==> src/rtl/arcade_led_driver.sv <==
// Arcade cabinet LED driver: latches OFF/ON/BLINK/FLASH_N commands, times the
// on/off phases with a tick prescaler and dims the lit phase with a free-running PWM.
module arcade_led_driver #(
    parameter int unsigned TICK_DIV = 50000,
    parameter int unsigned PWM_BITS = 4
) (
    input  logic                clock,
    input  logic                reset,
    input  logic                cmd_valid,
    output logic                cmd_ready,
    input  logic [1:0]          cmd_mode,
    input  logic [7:0]          cmd_period,
    input  logic [3:0]          cmd_count,
    input  logic [PWM_BITS-1:0] cmd_bright,
    output logic                busy,
    output logic                done,
    output logic                ARCADE_LED
);

    localparam int unsigned PRE_W = $clog2(TICK_DIV);
    localparam logic [PRE_W-1:0] PRE_LAST = PRE_W'(TICK_DIV - 1);

    localparam logic [1:0] MODE_OFF   = 2'b00;
    localparam logic [1:0] MODE_ON    = 2'b01;
    localparam logic [1:0] MODE_BLINK = 2'b10;
    localparam logic [1:0] MODE_FLASH = 2'b11;

    typedef enum logic [1:0] {
        S_OFF   = 2'd0,
        S_ON    = 2'd1,
        S_BLINK = 2'd2,
        S_FLASH = 2'd3
    } state_t;

    // A latched half-period of zero behaves exactly like a half-period of one.
    function automatic logic [7:0] eff_period(input logic [7:0] p);
        return (p == 8'd0) ? 8'd1 : p;
    endfunction

    state_t              state_q, state_d;
    logic [PRE_W-1:0]    presc_q, presc_d;
    logic [7:0]          tick_cnt_q, tick_cnt_d;
    logic                phase_q, phase_d;
    logic [3:0]          flash_cnt_q, flash_cnt_d;
    logic [7:0]          period_q, period_d;
    logic [PWM_BITS-1:0] bright_q, bright_d;
    logic [PWM_BITS-1:0] pwm_q, pwm_d;
    logic                zero_pend_q, zero_pend_d;
    logic                led_q, led_d;
    logic                done_q, done_d;
    logic                busy_q, busy_d;
    logic                ready_q, ready_d;

    logic                accept_s;
    logic                tick_s;
    logic                phase_end_s;
    logic                finish_s;
    logic                light_s;
    logic [7:0]          period_last_s;

    assign accept_s      = cmd_valid && ready_q;
    assign tick_s        = (presc_q == PRE_LAST);
    assign period_last_s = eff_period(period_q) - 8'd1;
    assign phase_end_s   = tick_s && (tick_cnt_q == period_last_s);

    // Light condition and next-state computation for every register
    always_comb begin
        state_d     = state_q;
        presc_d     = tick_s ? {PRE_W{1'b0}} : (presc_q + PRE_W'(1));
        tick_cnt_d  = tick_cnt_q;
        phase_d     = phase_q;
        flash_cnt_d = flash_cnt_q;
        period_d    = period_q;
        bright_d    = bright_q;
        pwm_d       = pwm_q + PWM_BITS'(1);
        zero_pend_d = 1'b0;
        finish_s    = 1'b0;

        light_s = (state_q != S_OFF) && phase_q &&
                  ((bright_q == {PWM_BITS{1'b1}}) || (pwm_q < bright_q));

        if (accept_s) begin
            presc_d     = {PRE_W{1'b0}};
            tick_cnt_d  = 8'd0;
            phase_d     = 1'b1;
            flash_cnt_d = cmd_count;
            period_d    = cmd_period;
            bright_d    = cmd_bright;
            case (cmd_mode)
                MODE_OFF:   state_d = S_OFF;
                MODE_ON:    state_d = S_ON;
                MODE_BLINK: state_d = S_BLINK;
                MODE_FLASH: begin
                    // A zero-length flash sequence completes without entering FLASH.
                    if (cmd_count == 4'd0) begin
                        state_d     = S_OFF;
                        zero_pend_d = 1'b1;
                    end else begin
                        state_d = S_FLASH;
                    end
                end
                default:    state_d = S_OFF;
            endcase
        end else if (tick_s && ((state_q == S_BLINK) || (state_q == S_FLASH))) begin
            if (!phase_end_s) begin
                tick_cnt_d = tick_cnt_q + 8'd1;
            end else begin
                tick_cnt_d = 8'd0;
                case (state_q)
                    S_BLINK: phase_d = ~phase_q;
                    S_FLASH: begin
                        if (phase_q) begin
                            phase_d = 1'b0;
                        end else if (flash_cnt_q <= 4'd1) begin
                            state_d  = S_OFF;
                            finish_s = 1'b1;
                        end else begin
                            flash_cnt_d = flash_cnt_q - 4'd1;
                            phase_d     = 1'b1;
                        end
                    end
                    default: phase_d = phase_q;
                endcase
            end
        end else begin
            tick_cnt_d = tick_cnt_q;
        end

        led_d   = light_s;
        done_d  = finish_s || zero_pend_q;
        busy_d  = (state_d == S_FLASH);
        ready_d = (state_d != S_FLASH);
    end

    // State, counters, latched command fields and registered outputs
    always_ff @(posedge clock or posedge reset) begin
        if (reset) begin
            state_q     <= S_OFF;
            presc_q     <= {PRE_W{1'b0}};
            tick_cnt_q  <= 8'd0;
            phase_q     <= 1'b0;
            flash_cnt_q <= 4'd0;
            period_q    <= 8'd0;
            bright_q    <= {PWM_BITS{1'b0}};
            pwm_q       <= {PWM_BITS{1'b0}};
            zero_pend_q <= 1'b0;
            led_q       <= 1'b0;
            done_q      <= 1'b0;
            busy_q      <= 1'b0;
            ready_q     <= 1'b1;
        end else begin
            state_q     <= state_d;
            presc_q     <= presc_d;
            tick_cnt_q  <= tick_cnt_d;
            phase_q     <= phase_d;
            flash_cnt_q <= flash_cnt_d;
            period_q    <= period_d;
            bright_q    <= bright_d;
            pwm_q       <= pwm_d;
            zero_pend_q <= zero_pend_d;
            led_q       <= led_d;
            done_q      <= done_d;
            busy_q      <= busy_d;
            ready_q     <= ready_d;
        end
    end

    assign cmd_ready  = ready_q;
    assign busy       = busy_q;
    assign done       = done_q;
    assign ARCADE_LED = led_q;

endmodule

==> config.mk <==
export PLATFORM = sky130hd
export DESIGN_NAME = arcade_led_driver
export DESIGN_NICKNAME = d
export VERILOG_FILES = /design/src/rtl/arcade_led_driver.sv
export SDC_FILE = /design/constraint.sdc
export NUM_CORES = 1
export LEC_CHECK = 0
export CELL_PAD_IN_SITES_DETAIL_PLACEMENT = 1
export CELL_PAD_IN_SITES_GLOBAL_PLACEMENT = 1
export CORE_ASPECT_RATIO = 1.5
export CORE_MARGIN = 5
export CORE_UTILIZATION = 44
export CTS_CLUSTER_DIAMETER = 150
export DETAILED_ROUTE_END_ITERATION = 8
export PLACE_DENSITY_LB_ADDON = 0.3
export SYNTH_ARGS = -nofsm -noshare
export SYNTH_HDL_FRONTEND = slang
export SYNTH_SLANG_ARGS = --single-unit
==> constraint.sdc <==
create_clock -name clock -period 4.9 [get_ports clock]
set_clock_uncertainty 0.15 [all_clocks]
set_input_delay 0.98 -clock clock [delete_from_list [all_inputs] [get_ports clock]]
set_output_delay 0.98 -clock clock [all_outputs]
set_load 0.005 [all_outputs]
== Word level (Yosys, flattened, before mapping) ==
Cells that the tools add are included.

* Flip-flop bits (word level): 52
* Bits of input ports: 21
* Output and inout bits: 4
* Word-level logic and storage cells: 86

* $add $sub $neg: 5
* Order comparisons: 2
* Equal/unequal tests: 12
* Mux-type cells: 35
* Bitwise logic cells: 1
* Reductions and logical operators: 18

{| class="wikitable"
|+ Operators by type and width
! operator !! count
|-
| $mux W16 || 2
|-
| $mux W8 || 4
|-
| $mux W4 || 6
|-
| $add A16 B1 Y16 const B || 1
|-
| $eq A16 B16 Y1 const B || 1
|-
| $mux W1 || 14
|-
| $mux W2 || 7
|-
| $eq A2 B2 Y1 const B || 5
|-
| $add A8 B1 Y8 const B || 1
|-
| $eq A8 B8 Y1 || 1
|-
| $logic_not A8 Y1 || 1
|-
| $pmux W2 S4 || 1
|-
| $reduce_bool A2 Y1 || 4
|-
| $sub A8 B1 Y8 const B || 1
|-
| $logic_and A1 B1 Y1 || 5
|-
| $reduce_and A5 Y1 || 1
|-
| $add A4 B1 Y4 const B || 1
|-
| $eq A4 B4 Y1 const B || 1
|-
| $le A4 B1 Y1 const B || 1
|-
| $logic_not A4 Y1 || 1
|-
| $lt A4 B4 Y1 || 1
|-
| $ne A2 B2 Y1 const B || 2
|-
| $sub A4 B1 Y4 const B || 1
|-
| $logic_or A1 B1 Y1 || 3
|-
| 7 further kinds || 7
|}

== Longest topological paths before layout ==
Gate-level depths: netlist of run 1.

* Depth after elaboration: 9
* Mapped depth: 12
* Gate-level depth less buffers: 11

== Least setup slack after synthesis of run 1 ==
No wires, ideal clock.

* Kind: register to register
* Start point: register period_q[3]
* End point: register flash_cnt_q[0]
* Setup time: 69 ps
* Arrival time: 3203 ps
* Required time: 4681 ps
* Slack: 1478 ps
* Stages on the path, launching flop included: 13
* Buffers on the path: 1
* Period minus slack after synthesis: 3422 ps
* Cell sequence: dfrtp_1 -> nor4_2 -> nor4b_2 -> nor2_1 -> ha_1 -> xnor2_1 -> a221o_1 -> a2111oi_0 -> o2111ai_1 -> or4_1 -> clkbuf_2 -> or3_1 -> nand3_1

* Longest elaborated chain between the ends: 7

{| class="wikitable"
|+ Ends and longest elaborated chain
! element !! line !! source
|-
| start, declared || 45 || <nowiki>logic [7:0] period_q, period_d;</nowiki>
|-
| start signal, assigned || 157 || <nowiki>period_q <= period_d;</nowiki>
|-
| $logic_not A8 Y1 || 37 || <nowiki>return (p == 8'd0) ? 8'd1 : p;</nowiki>
|-
| $mux W8 * || 37 ||
|-
| $sub A8 B1 Y8 * || 63 || <nowiki>assign period_last_s = eff_period(period_q) - 8'd1;</nowiki>
|-
| $eq A8 B8 Y1 * || 64 || <nowiki>assign phase_end_s = tick_s && (tick_cnt_q == period_last_s);</nowiki>
|-
| $logic_and A1 B1 Y1 * || 64 ||
|-
| $reduce_bool A2 Y1 (no source line) * || -- ||
|-
| $reduce_and A5 Y1 (no source line) * || -- ||
|-
| end signal, assigned || 156 || <nowiki>flash_cnt_q <= flash_cnt_d;</nowiki>
|-
| end, declared || 44 || <nowiki>logic [3:0] flash_cnt_q, flash_cnt_d;</nowiki>
|}

Mark *: on every way between the ends. The rest lies on a longest branch, timed or not.
A chain may end at the register's enable or synchronous reset.

== Final worst setup path of run 1 ==
* Start point: register period_q[3]
* End point: register flash_cnt_q[1]

Same word-level chain as after synthesis.

==> results of run 1 <==
## worst max-delay path: stages (launching register included)
cell       delay [ns]
dfrtp_1          0.45
nor4_2           0.42
nor4b_2          0.40
nor2_1           0.08
ha_1             0.32
xnor2_1          0.13
a221o_1          0.26
a2111oi_0        0.31
o2111ai_1        0.21
or4_1            0.64
or3_1            0.36
nand3_1          0.08
## routing by layer
metal / part of all wire, % / vias to the layer above / GRT usage, % / routed length [µm]
li1: - / 1085 / - / -
met1: 41 / 1110 / 20.6 / 2610
met2: 55 / 21 / 31.4 / 3540
met3: 2.1 / 11 / 2.52 / 136
met4: 2.1 / 0 / 5.60 / 134
met5: 0 / - / 0 / 0
## Yosys cell counts, drive strengths merged (2+ instances only)
cell,instances,area share [%]
a2111oi,2,0.63
a21oi,5,0.89
and2,4,0.89
and3,6,1.3
and4,2,0.63
clkbuf,9,1.3
dfrtp,51,46
ha,9,4.0
inv,11,1.5
mux2i,3,1.1
nand2,64,8.6
nand2b,2,0.45
nand3,14,2.5
nand3b,4,1.1
nor2,36,4.8
nor2b,6,1.3
nor3,6,1.1
nor4,2,0.67
nor4b,3,1.2
nor4bb,2,0.72
o211ai,3,0.81
o21ai,13,2.3
o21bai,2,0.54
or2,2,0.45
or3,5,1.1
xnor2,16,5.0
xor2,10,3.1
## registers in the layout (all words and copies together) (netlist names), named ones only
| signal | count |
|---|---|
| done | 1 |
| cmd_ready | 1 |
| zero_pend_q | 1 |
| ARCADE_LED | 1 |
| bright_q | 4 |
| presc_q | 16 |
| state_q | 1 |
| phase_q | 1 |
| tick_cnt_q | 8 |
| period_q | 8 |
| busy | 1 |
| flash_cnt_q | 4 |
| pwm_q | 4 |
## power by group through the flow
| stage | Clock [mW] | Sequential, mW | Combinational, mW |
|---|---|---|---|
| after floorplan | 0 | 0.523 | 0.154 |
| after global placement | 0 | 0.536 | 0.216 |
| after detailed placement | 0 | 0.539 | 0.227 |
| after CTS | 0.250 | 0.531 | 0.229 |
| after global routing | 0.265 | 0.540 | 0.256 |
| final | 0.238 | 0.531 | 0.224 |
## worst min-delay path by stage
stage,start,end,slack (ns),cells after the start
global placement,presc_q[0]$_DFF_PP0_,presc_q[0]$_DFF_PP0_,0.29,1
CTS,presc_q[0]$_DFF_PP0_,presc_q[0]$_DFF_PP0_,0.31,1
floorplan,zero_pend_q$_DFF_PP0_,done$_DFF_PP0_,0.27,1
detailed placement,presc_q[0]$_DFF_PP0_,presc_q[0]$_DFF_PP0_,0.30,1
global route,presc_q[0]$_DFF_PP0_,presc_q[0]$_DFF_PP0_,0.35,1
finish,presc_q[0]$_DFF_PP0_,presc_q[0]$_DFF_PP0_,0.31,1
## cell type report
cell class	count	area (µm²)	share of cell area, %
multi-input cells	237	1410	44.3
flip-flops and latches	52	1300	40.8
inverters	11	41.3	1.29
clock buffers	6	72.6	2.28
repair buffers	26	255	8.00
well taps	74	92.6	2.90
clock inverters	2	12.5	0.392
## cell families (layout without fill, tap and decap cells)
| family | after synthesis | in the layout | synth area share (%) |
|---|---|---|---|
| AO/OA/AOI/OAI | 36 | 36 | 8.68 |
| AND/OR/NAND/NOR | 162 | 162 | 28.2 |
| XOR/XNOR | 26 | 26 | 8.14 |
| buffers and inverters | 21 | 45 | 2.91 |
| multiplexers | 4 | 4 | 1.48 |
| flip-flops | 52 | 52 | 46.6 |
| adder cells (fa/ha/maj) | 9 | 9 | 4.03 |
==> impl_metrics.yaml, run 1 <==
die:
  start_util_pct: 45.3
  io_pins: 25
  dieArea_um2: 8080
  die_height_um: 108
  fp-row-count: 35
  core_um2: 6170
  die_w_um: 75.1
detailed_routing:
  wirelength_mm: 6.42
  drcViolationCount: 0
  via_per_inst: 5.46
  ant_nets: 0
  drt-wirelength-per-cell_um: 15.7
  vias: 2227
  drt_iter0_drc: 122
  drtPass1Iterations: 4
logic_synthesis:
  synth.yosys.seq_area_share_pct: 46.6
  synthCells: 310
  synth_ff_type: "dfrtp_1"
  ys_types: 48
  avgSynthCellArea_um2: 9.02
  netlist_area_um2: 2800
  yosys_register_bits: 52
  synth_nets: 340
  ys_warn_count: 0
  synth-edff-count: 0
  synthArstFlopShare_pct: 100
power_and_ir_drop:
  powerDensity_nw_per_um2: 311
  pwr-share-clk_pct: 23.9
  p_total_mw: 0.992
  p_sw_share_pct: 31.2
  p_sw_mw: 0.309
  p_leak_nw: 1.42
  p_seq_share_pct: 53.5
  ir_drop_uv: 151
  p_int_mw: 0.683
  pwr-share-comb_pct: 22.5
sta:
  slew_headroom_pct: 42.4
  slew_viol_final: 0
  timing.fmax_mhz: 258
  tns_ns: 0
  layout_setup_ws_ns: 1.02
  fin_crit_sh_pct: 79.2
  fin_crit_ns: 3.88
  hold_ws_ns: 0.312
  hold_violations: 0
  rsz0062_at_grt: "false"
  worst_pin_slew_ns: 0.842
  setup-violations-final: 0
cells_and_area:
  fin_nets: 363
  fin_cells: 408
  layout_common_cells: "nand2_1, dfrtp_1, nor2_1"
  diodes: 0
  final_area_um2: 3190
  fillers: 731
  area_delta_synth_final_pct: 14.0
  layout_commonest_cell: "nand2_1"
  drive_above_1_share_pct: 5.69
  final_core_util_pct: 51.7
clock_tree:
  cts_buffer_depth: 2
  cts_resized: 0
  cts_sinks: 52
  clk_latency_ns: 0.30
  cts.clk_slew.worst_paths_ns: 0.09
  cts_made_buffers: 5
  cts_htree_levels: 2
  clockRootBuffer: "clkbuf_8"
  tritoncts: "built"
  cts_setup_buffers: 0
  ctsHoldBuffers: 0
global_routing:
  grt_max_degree: 40
  grt_pass1_wl_mm: 11.1
  grt_usage_pct: 17.5
  overflow: 0
  antenna_found_initial: 0
  first_global_vias: 2332
critical_path:
  startpoint: "period_q[3]$_DFFE_PP0P_"
  crit_fanout: 6
  cp.arrival_ns: 3.98
  r2r_end: "flash_cnt_q[1]$_DFFE_PP0P_"
  reg2reg_slack_ns: 1.02
  rr_worst_depth: 11
  crit_end: "flash_cnt_q[1]$_DFFE_PP0P_"
  crit_type: "flop to flop"
  worst_setup_path_end_kind: "flop"
  r2r_start: "period_q[3]$_DFFE_PP0P_"
  start_kind: "flop"
  cp.required_ns: 4.99
placed_design:
  pre_cts_ws_ns: 1.01
  dp.cells: 400
  portBuffers: 24
  hpwlAfterDp_mm: 4.98
  gp_congestion: 0.835
  place_area_um2: 3100
worst_hold_path:
  min_path_type: "flop to flop"
run:
  max_cap_violations: 0
outcome:
  status: "finished, final reports clean"
(Power assumes the default switching activity.)
==> inputs of run 2 (changes only) <==
--- a/config.mk
+++ b/config.mk
@@ -9,7 +9,7 @@
 export CELL_PAD_IN_SITES_GLOBAL_PLACEMENT = 1
 export CORE_ASPECT_RATIO = 1.5
 export CORE_MARGIN = 5
-export CORE_UTILIZATION = 44
+export CORE_UTILIZATION = 40
 export CTS_CLUSTER_DIAMETER = 150
 export DETAILED_ROUTE_END_ITERATION = 8
 export PLACE_DENSITY_LB_ADDON = 0.3
==> constraint.sdc (replaced) <==
create_clock -name clock -period 3.46 [get_ports clock]
set_clock_uncertainty 0.15 [all_clocks]
set_input_delay 0.692 -clock clock [delete_from_list [all_inputs] [get_ports clock]]
set_output_delay 0.692 -clock clock [all_outputs]
set_load 0.005 [all_outputs]
==> run 2 against run 1 <==
Effect of this change: global-route usage shrank 1.2 points; die area grew 8.8%; critical endpoint unchanged; largest cell class unchanged; core utilization shrank 2.8 points; total power grew 57%; critical path type unchanged; final cell count grew 3.7%; fmax grew 17%; worst hold slack lost 0.0046 ns; register-to-register slack lost 0.87 ns; sequential share of layout area shrank 2.0 points; clock-buffer cell count is the same; worst setup slack lost 0.87 ns.
==> impl_metrics.yaml, run 2 (same netlist as run 1, synthesis figures left out) <==
outcome:
  status: "finished, final reports clean"
sta:
  slew_viol_final: 0
  rsz0062_at_grt: "true"
  tns_ns: 0
  fin_crit_sh_pct: 95.7
  fin_crit_ns: 3.31
  worst_pin_slew_ns: 0.677
  hold_violations: 0
  slew_headroom_pct: 54.9
  setup-violations-final: 0
  timing.fmax_mhz: 302
clock_tree:
  clockRootBuffer: "clkbuf_8"
  clk_latency_ns: 0.31
  cts_sinks: 52
  cts_htree_levels: 2
  ctsHoldBuffers: 0
  cts_buffer_depth: 2
  cts_made_buffers: 5
  cts.clk_slew.worst_paths_ns: 0.10
  tritoncts: "built"
worst_hold_path:
  hold_start: "zero_pend_q$_DFF_PP0_"
  min_path_type: "flop to flop"
cells_and_area:
  fillers: 809
  regArea_um2: 1300
  layout_common_cells: "nand2_1, dfrtp_1, nor2_1"
  area_delta_synth_final_pct: 19.8
  final_core_util_pct: 48.9
  largest_reg_flops: 16
  drive_above_1_share_pct: 9.57
  layout_commonest_cell: "nand2_1"
  reg_top3: "presc_q x16, period_q x8, tick_cnt_q x8"
  multi_input_area_um2: 1460
  diodes: 0
  largest_register: "presc_q"
  fin_nets: 374
run:
  max_cap_violations: 0
placed_design:
  portBuffers: 24
  hpwlAfterDp_mm: 5.08
  gp_congestion: 0.793
critical_path:
  start_kind: "flop"
  cp.required_ns: 3.56
  r2r_start: "period_q[2]$_DFFE_PP0P_"
  worst_setup_path_end_kind: "flop"
  cp.arrival_ns: 3.42
  reg2reg_slack_ns: 0.15
  startpoint: "period_q[2]$_DFFE_PP0P_"
  crit_fanout: 6
  crit_type: "flop to flop"
die:
  start_util_pct: 40.8
  dieArea_um2: 8800
  die_height_um: 112
  core_um2: 6850
  fp-row-count: 37
  die_w_um: 78.3
  io_pins: 25
detailed_routing:
  via_per_inst: 5.43
  drt_iter0_drc: 69
  ant_nets: 0
  drt-wirelength-per-cell_um: 15.8
  drtPass1Iterations: 4
  drcViolationCount: 0
  vias: 2295
  wirelength_mm: 6.70
global_routing:
  first_global_vias: 2440
  overflow: 0
  grt_usage_pct: 16.3
  grt_pass1_wl_mm: 11.5
  antenna_found_initial: 0
  grt_max_degree: 27
power_and_ir_drop:
  ir_drop_uv: 253
  p_leak_nw: 1.50
  powerDensity_nw_per_um2: 466
-- run 2: final timing paths --
check / depth (start not counted) / to
hold reg to reg: 1 / done$_DFF_PP0_
hold / removal: 1 / done$_DFF_PP0_
max in group asynchronous: 3 / cmd_ready$_DFF_PP1_
setup / recovery: 11 / flash_cnt_q[1]$_DFFE_PP0P_
setup reg to reg: 11 / flash_cnt_q[1]$_DFFE_PP0P_
min in group asynchronous: 2 / presc_q[2]$_DFF_PP0_
-- run 2: per-stage QoR --
step | instance area [µm²] | power (mW) | worst slack [ns] | hold slack, ns | cells
2_1_floorplan | 2800 | 0.959 | 0.0383 | 0.267 | 310
5_1_grt | 3350 | 1.65 | -0.0150 | 0.334 | 423
3_3_place_gp | 3180 | 1.10 | 0.0228 | 0.280 | 414
6_report | 3350 | 1.56 | 0.147 | 0.307 | 423
4_1_cts | 3320 | 1.57 | 0.0501 | 0.312 | 423
3_5_place_dp | 3180 | 1.12 | -0.0996 | 0.283 | 414
-- run 2: where the power goes --
part | switching, mW | leakage [nW] | internal [mW]
Clock | 0.216 | 0.0558 | 0.219
Combinational | 0.199 | 0.772 | 0.185
Sequential | 0.0664 | 0.671 | 0.676
Total | 0.482 | 1.50 | 1.08
-- run 2: what timing repair did --
| item | 4_1_cts | 5_1_grt |
|---|---|---|
| pin swaps | 3 | 1 |
| setup buffers | 1 | 0 |
| resized for setup | 3 | 4 |
| setup endpoints to repair | 4 | 12 |
-- run 2: cell type report --
| cell class | count | area share, % |
|---|---|---|
| clock buffers | 6 | 2.17 |
| flip-flops and latches | 52 | 38.9 |
| repair buffers | 37 | 10.1 |
| well taps | 78 | 2.91 |
| multi-input cells | 237 | 43.6 |
| inverters | 11 | 1.23 |
| clock inverters | 2 | 1.16 |
-- run 2: per-layer routing --
layer	global-route usage, %	up-vias	share of wire, %
met5	0	-	0
met1	18.8	1153	42
met2	29.8	20	54
met4	6.42	0	2.3
met3	2.33	11	1.8
li1	-	1111	-
-- run 2: critical path: stages (launching register included) --
cell,delay [ns]
dfrtp_1,0.42
nor4_4,0.30
nor4b_4,0.25
nor2_1,0.09
ha_1,0.32
xnor2_1,0.14
a221o_1,0.30
a2111oi_4,0.21
o2111ai_2,0.16
or4_4,0.49
or3_1,0.33
nand3_1,0.09
==> inputs of run 3 (changes only) <==
--- a/config.mk
+++ b/config.mk
@@ -12,6 +12,7 @@
 export CORE_UTILIZATION = 40
 export CTS_CLUSTER_DIAMETER = 150
 export DETAILED_ROUTE_END_ITERATION = 8
+export MAX_ROUTING_LAYER = met4
 export PLACE_DENSITY_LB_ADDON = 0.3
 export SYNTH_ARGS = -nofsm -noshare
 export SYNTH_HDL_FRONTEND = slang
==> run 3 against run 2 <==
Effect of this change: clock-buffer cell count did not move; cell area unchanged; clock power barely moved; non-clock buffer count stayed put; sequential cell count did not move; register-to-register slack about the same; total power rose by 0.11%; fmax decreased by 0.14%; die area did not move; combinational power about the same; sequential power hardly changed; critical endpoint unchanged; largest power group unchanged; highest routed layer unchanged.
==> impl_metrics.yaml, run 3 (same netlist as run 1, synthesis figures left out) <==
power_and_ir_drop:
  ir_drop_uv: 254
  p_total_mw: 1.56
  p_leak_nw: 1.50
  powerDensity_nw_per_um2: 467
die:
  dieArea_um2: 8800
  die_w_um: 78.3
  io_pins: 25
  fp-row-count: 37
  die_height_um: 112
  start_util_pct: 40.8
  core_um2: 6850
critical_path:
  cp.arrival_ns: 3.42
  cp.required_ns: 3.57
  reg2reg_slack_ns: 0.14
  r2r_start: "period_q[2]$_DFFE_PP0P_"
  r2r_end: "flash_cnt_q[1]$_DFFE_PP0P_"
  crit_fanout: 6
  start_kind: "flop"
  rr_worst_depth: 11
  worst_setup_path_end_kind: "flop"
  crit_type: "flop to flop"
placed_design:
  hpwlAfterDp_mm: 5.08
  portBuffers: 24
  gp_congestion: 0.805
  place_area_um2: 3180
global_routing:
  grt_max_degree: 27
  grt_pass1_wl_mm: 11.4
  grt_usage_pct: 16.7
  overflow: 0
  first_global_vias: 2444
  antenna_found_initial: 0
detailed_routing:
  drtPass1Iterations: 4
  drcViolationCount: 0
  via_per_inst: 5.42
  vias: 2291
  drt-wirelength-per-cell_um: 15.8
  wirelength_mm: 6.67
  drt_iter0_drc: 76
  ant_nets: 0
worst_hold_path:
  hold_start: "zero_pend_q$_DFF_PP0_"
  holdPathStages: 1
  min_to: "done$_DFF_PP0_"
  min_path_type: "flop to flop"
cells_and_area:
  diodes: 0
  fillers: 809
  reg_top3: "presc_q x16, period_q x8, tick_cnt_q x8"
  area_delta_synth_final_pct: 19.8
  drive_above_1_share_pct: 9.57
  fin_nets: 374
  largest_reg_flops: 16
  final_core_util_pct: 48.9
  layout_common_cells: "nand2_1, dfrtp_1, nor2_1"
  final_area_um2: 3350
  largest_register: "presc_q"
  layout_commonest_cell: "nand2_1"
sta:
  hold_violations: 0
  rsz0062_at_grt: "true"
  hold_ws_ns: 0.307
  fin_crit_ns: 3.32
  worst_pin_slew_ns: 0.683
  tns_ns: 0
  setup-violations-final: 0
  timing.fmax_mhz: 301
  fin_crit_sh_pct: 95.9
  slew_viol_final: 0
  slew_headroom_pct: 54.5
outcome:
  status: "finished, final reports clean"
clock_tree:
  cts.clk_slew.worst_paths_ns: 0.10
  cts_made_buffers: 5
  cts_htree_levels: 2
  cts_sinks: 52
  clk_latency_ns: 0.31
  tritoncts: "built"
  clockRootBuffer: "clkbuf_8"
  cts_buffer_depth: 2
run:
  max_cap_violations: 0
## run 3: cell counts in the layout (fill, tap and decap cells not counted)
No cell type changed its count.
## run 3: timing repair
item	CTS	global route
setup buffers	1	0
pin swaps	3	1
setup endpoints to repair	4	12
hold buffers	0	0
resized for setup	3	4
## run 3: critical path: stages (launching register included)
cell	delay [ns]
dfrtp_1	0.42
nor4_4	0.30
nor4b_4	0.25
nor2_1	0.09
ha_1	0.33
xnor2_1	0.14
a221o_1	0.30
a2111oi_4	0.21
o2111ai_2	0.16
or4_4	0.49
or3_1	0.33
nand3_1	0.09
## run 3: where the power goes
| group | leakage (nW) | switching [mW] | total (mW) | internal [mW] |
|---|---|---|---|---|
| clock network | 0.0558 | 0.218 | 0.437 | 0.219 |
| registers | 0.671 | 0.0664 | 0.743 | 0.676 |
| logic | 0.772 | 0.199 | 0.384 | 0.185 |
| total | 1.50 | 0.483 | 1.56 | 1.08 |
## run 3: stage by stage
step                      worst slack (ns)  instances
after global routing               -0.0150        423
after CTS                           0.0501        423
after floorplan                     0.0383        310
after global placement              0.0228        414
final                                0.142        423
after detailed placement           -0.0996        414
## run 3: metal layers
| metal | GRT usage (%) | vias up | share of wire, % |
|---|---|---|---|
| li1 | - | 1111 | - |
| met2 | 29.9 | 20 | 54 |
| met4 | 6.42 | 0 | 2.4 |
| met5 | - | - | 0 |
| met1 | 18.6 | 1148 | 42 |
| met3 | 2.33 | 12 | 1.8 |
## run 3: how the worst max path moves through the flow
stage | startpoint | to | slack (ns) | depth (start not counted)
finish | period_q[2]$_DFFE_PP0P_ | flash_cnt_q[1]$_DFFE_PP0P_ | 0.14 | 11
global placement | period_q[3]$_DFFE_PP0P_ | flash_cnt_q[1]$_DFFE_PP0P_ | 0.02 | 11
detailed placement | period_q[3]$_DFFE_PP0P_ | flash_cnt_q[0]$_DFFE_PP0P_ | -0.1 | 11
global route | period_q[2]$_DFFE_PP0P_ | phase_q$_DFFE_PP0P_ | -0.02 | 11
floorplan | period_q[3]$_DFFE_PP0P_ | flash_cnt_q[0]$_DFFE_PP0P_ | 0.04 | 12
CTS | period_q[2]$_DFFE_PP0P_ | flash_cnt_q[0]$_DFFE_PP0P_ | 0.05 | 11
## run 3: cell type report
class	instances	area, µm²	share of cell area, %
Timing Repair Buffer	37	338	10.1
Inverter	11	41.3	1.23
Clock buffer	6	72.6	2.17
Multi-Input combinational cell	237	1460	43.6
Sequential cell	52	1300	38.9
Clock inverter	2	38.8	1.16
Tap cell	78	97.6	2.91
==> RTL change (config.mk and constraints of run 2) <==
Set the parameter `TICK_DIV` to 25000 (it was 50000).
--- a/src/rtl/arcade_led_driver.sv
+++ b/src/rtl/arcade_led_driver.sv
@@ -3,3 +3,3 @@
 module arcade_led_driver #(
-    parameter int unsigned TICK_DIV = 50000,
+    parameter int unsigned TICK_DIV = 25000,
     parameter int unsigned PWM_BITS = 4
Check against the original RTL: same outputs for any inputs over 10 cycles, from zero or initial values and one cycle with reset high; that may be too few to reach the edited logic, so the function may still have changed.
==> RTL change against run 2 <==
Synthesized cell count fell by 3.9%. Die area down 0.37%. Sequential share of layout area down 1.2 points. Area after synthesis fell by 0.40%. Sequential cell count down 1. Wire length increased by 2.8%. Total power fell by 3.6%. Design area rose by 1.1%. Clock power is 13% higher. Worst setup slack worse by 0.022 ns.
==> RTL change: results (changes against run 2) <==
commonest cells in the netlist 51 x nand2_1, 50 x dfrtp_1, 34 x nor2_1; Placed Cells 402 (-2.9%); # fillers 789 (-2.5%); top post-synthesis cells by area dfrtp_1 45%, nand2_1 6.9%, xor2_1 6.3%; Via density 5.507 (+1.5%); setup slack at placement -0.01947 ns (+0.08013 ns); via count 2280 (-0.65%); Worst-path clk slew 0.10 ns (about the same); post-synthesis sequential area ratio 45.87% (-0.71 points); total wire length 6.883 mm (+2.8%); worst r2r src period_q[1]$_DFFE_PP0P_; fin nets 365 (-2.4%); largest net degree at the start of global routing 34 (+26%); TritonRoute pass-1 iters 4 (unchanged); Mean Syn Cell Area 9.346 um^2 (+3.6%); Leak 1.516 nW (+1.2%); Largest regs presc_q x15, period_q x8, tick_cnt_q x8; worst slew pin tran 0.8174 ns (+0.1403 ns); status completed; register-to-register setup slack 0.12 ns (-0.02 ns); share of cells above drive strength 1 12.80% (+3.2 points); number of global-route vias before repair 2434 (-0.25%); Critical Path AT 3.37 ns (-0.05 ns); fmax 299.8 MHz (-0.66%); slowest cell delay on critical path 0.54 ns (+0.05 ns); HPWL after detailed placement 5.017 mm (-1.2%); R2R cell count 12 (+1); drt first-iter violations 40 (-42%); GPL Wtd Cong 0.7658 (-3.5%); sw frac 28.19% (-2.6 points); worst-skew pair later-pin latency 0.31 ns (about the same); P&R area growth vs syn 21.56%; distinct cell type count after synthesis 52 (+8.3%); first-pass GRT wire length 11.67 mm (+1.7%); maximum vdd drop 0.2923 mV (+16%); maximum fanout along the worst path 4 (-2); GRT Util Overall 16.06% (-0.22 points)
## RTL change: cell types whose count changed after synthesis, sizes merged, moves of 4 or more
cell,before,now
nand4,0,9
a21oi,5,9
nor2b,6,2
nor4,2,8
xnor2,16,8
nand2,64,51
xor2,10,20
## RTL change: cells by family after synthesis
| family | count (synthesis) | synth area share, % |
|---|---|---|
| compound gates | 39 | 8.625 |
| simple gates | 147 | 27.63 |
| flops | 51 | 45.87 |
| buf+inv | 19 | 2.875 |
| fa+ha+maj | 9 | 4.043 |
| mux | 5 | 2.156 |
| xor+xnor | 28 | 8.805 |
## RTL change: power groups by stage
stage	logic (W)	clock network, W	registers (W)
detailed placement	0.000304	0	0.000704
finish	0.000318	0.000492	0.000695
CTS	0.000313	0.000504	0.000693
floorplan	0.000198	0	0.000691
global route	0.000358	0.000527	0.000702
global placement	0.000293	0	0.000704
## RTL change: final cells by class
class	instances	share of cell area [%]
well taps	78	2.882
inverters	9	0.9978
multi-input cells	228	43.72
flip-flops and latches	51	37.73
clock buffers	6	2.143
repair buffers	40	10.75
clock inverters	2	1.774
## RTL change: layer usage
metal	part of all wire [%]	global-route usage, %
met4	1.9	4.961
met2	55	28.98
met1	41	19.39
met5	0	0
met3	1.8	2.167
## RTL change: per-stage QoR
step | power (W) | hold slack, ns | area, um^2
6_report | 0.001505 | 0.2950 | 3386
5_1_grt | 0.001587 | 0.3327 | 3386
4_1_cts | 0.001511 | 0.2938 | 3348
3_5_place_dp | 0.001008 | 0.2782 | 3167
3_3_place_gp | 0.0009964 | 0.2788 | 3167
2_1_floorplan | 0.0008891 | 0.2645 | 2785
## RTL change: repair_timing
item | 4_1_cts | 5_1_grt
pin swaps | 4 | 6
resized for setup | 3 | 5
endpoints found under the setup margin | 10 | 16
setup buffers | 4 | 0
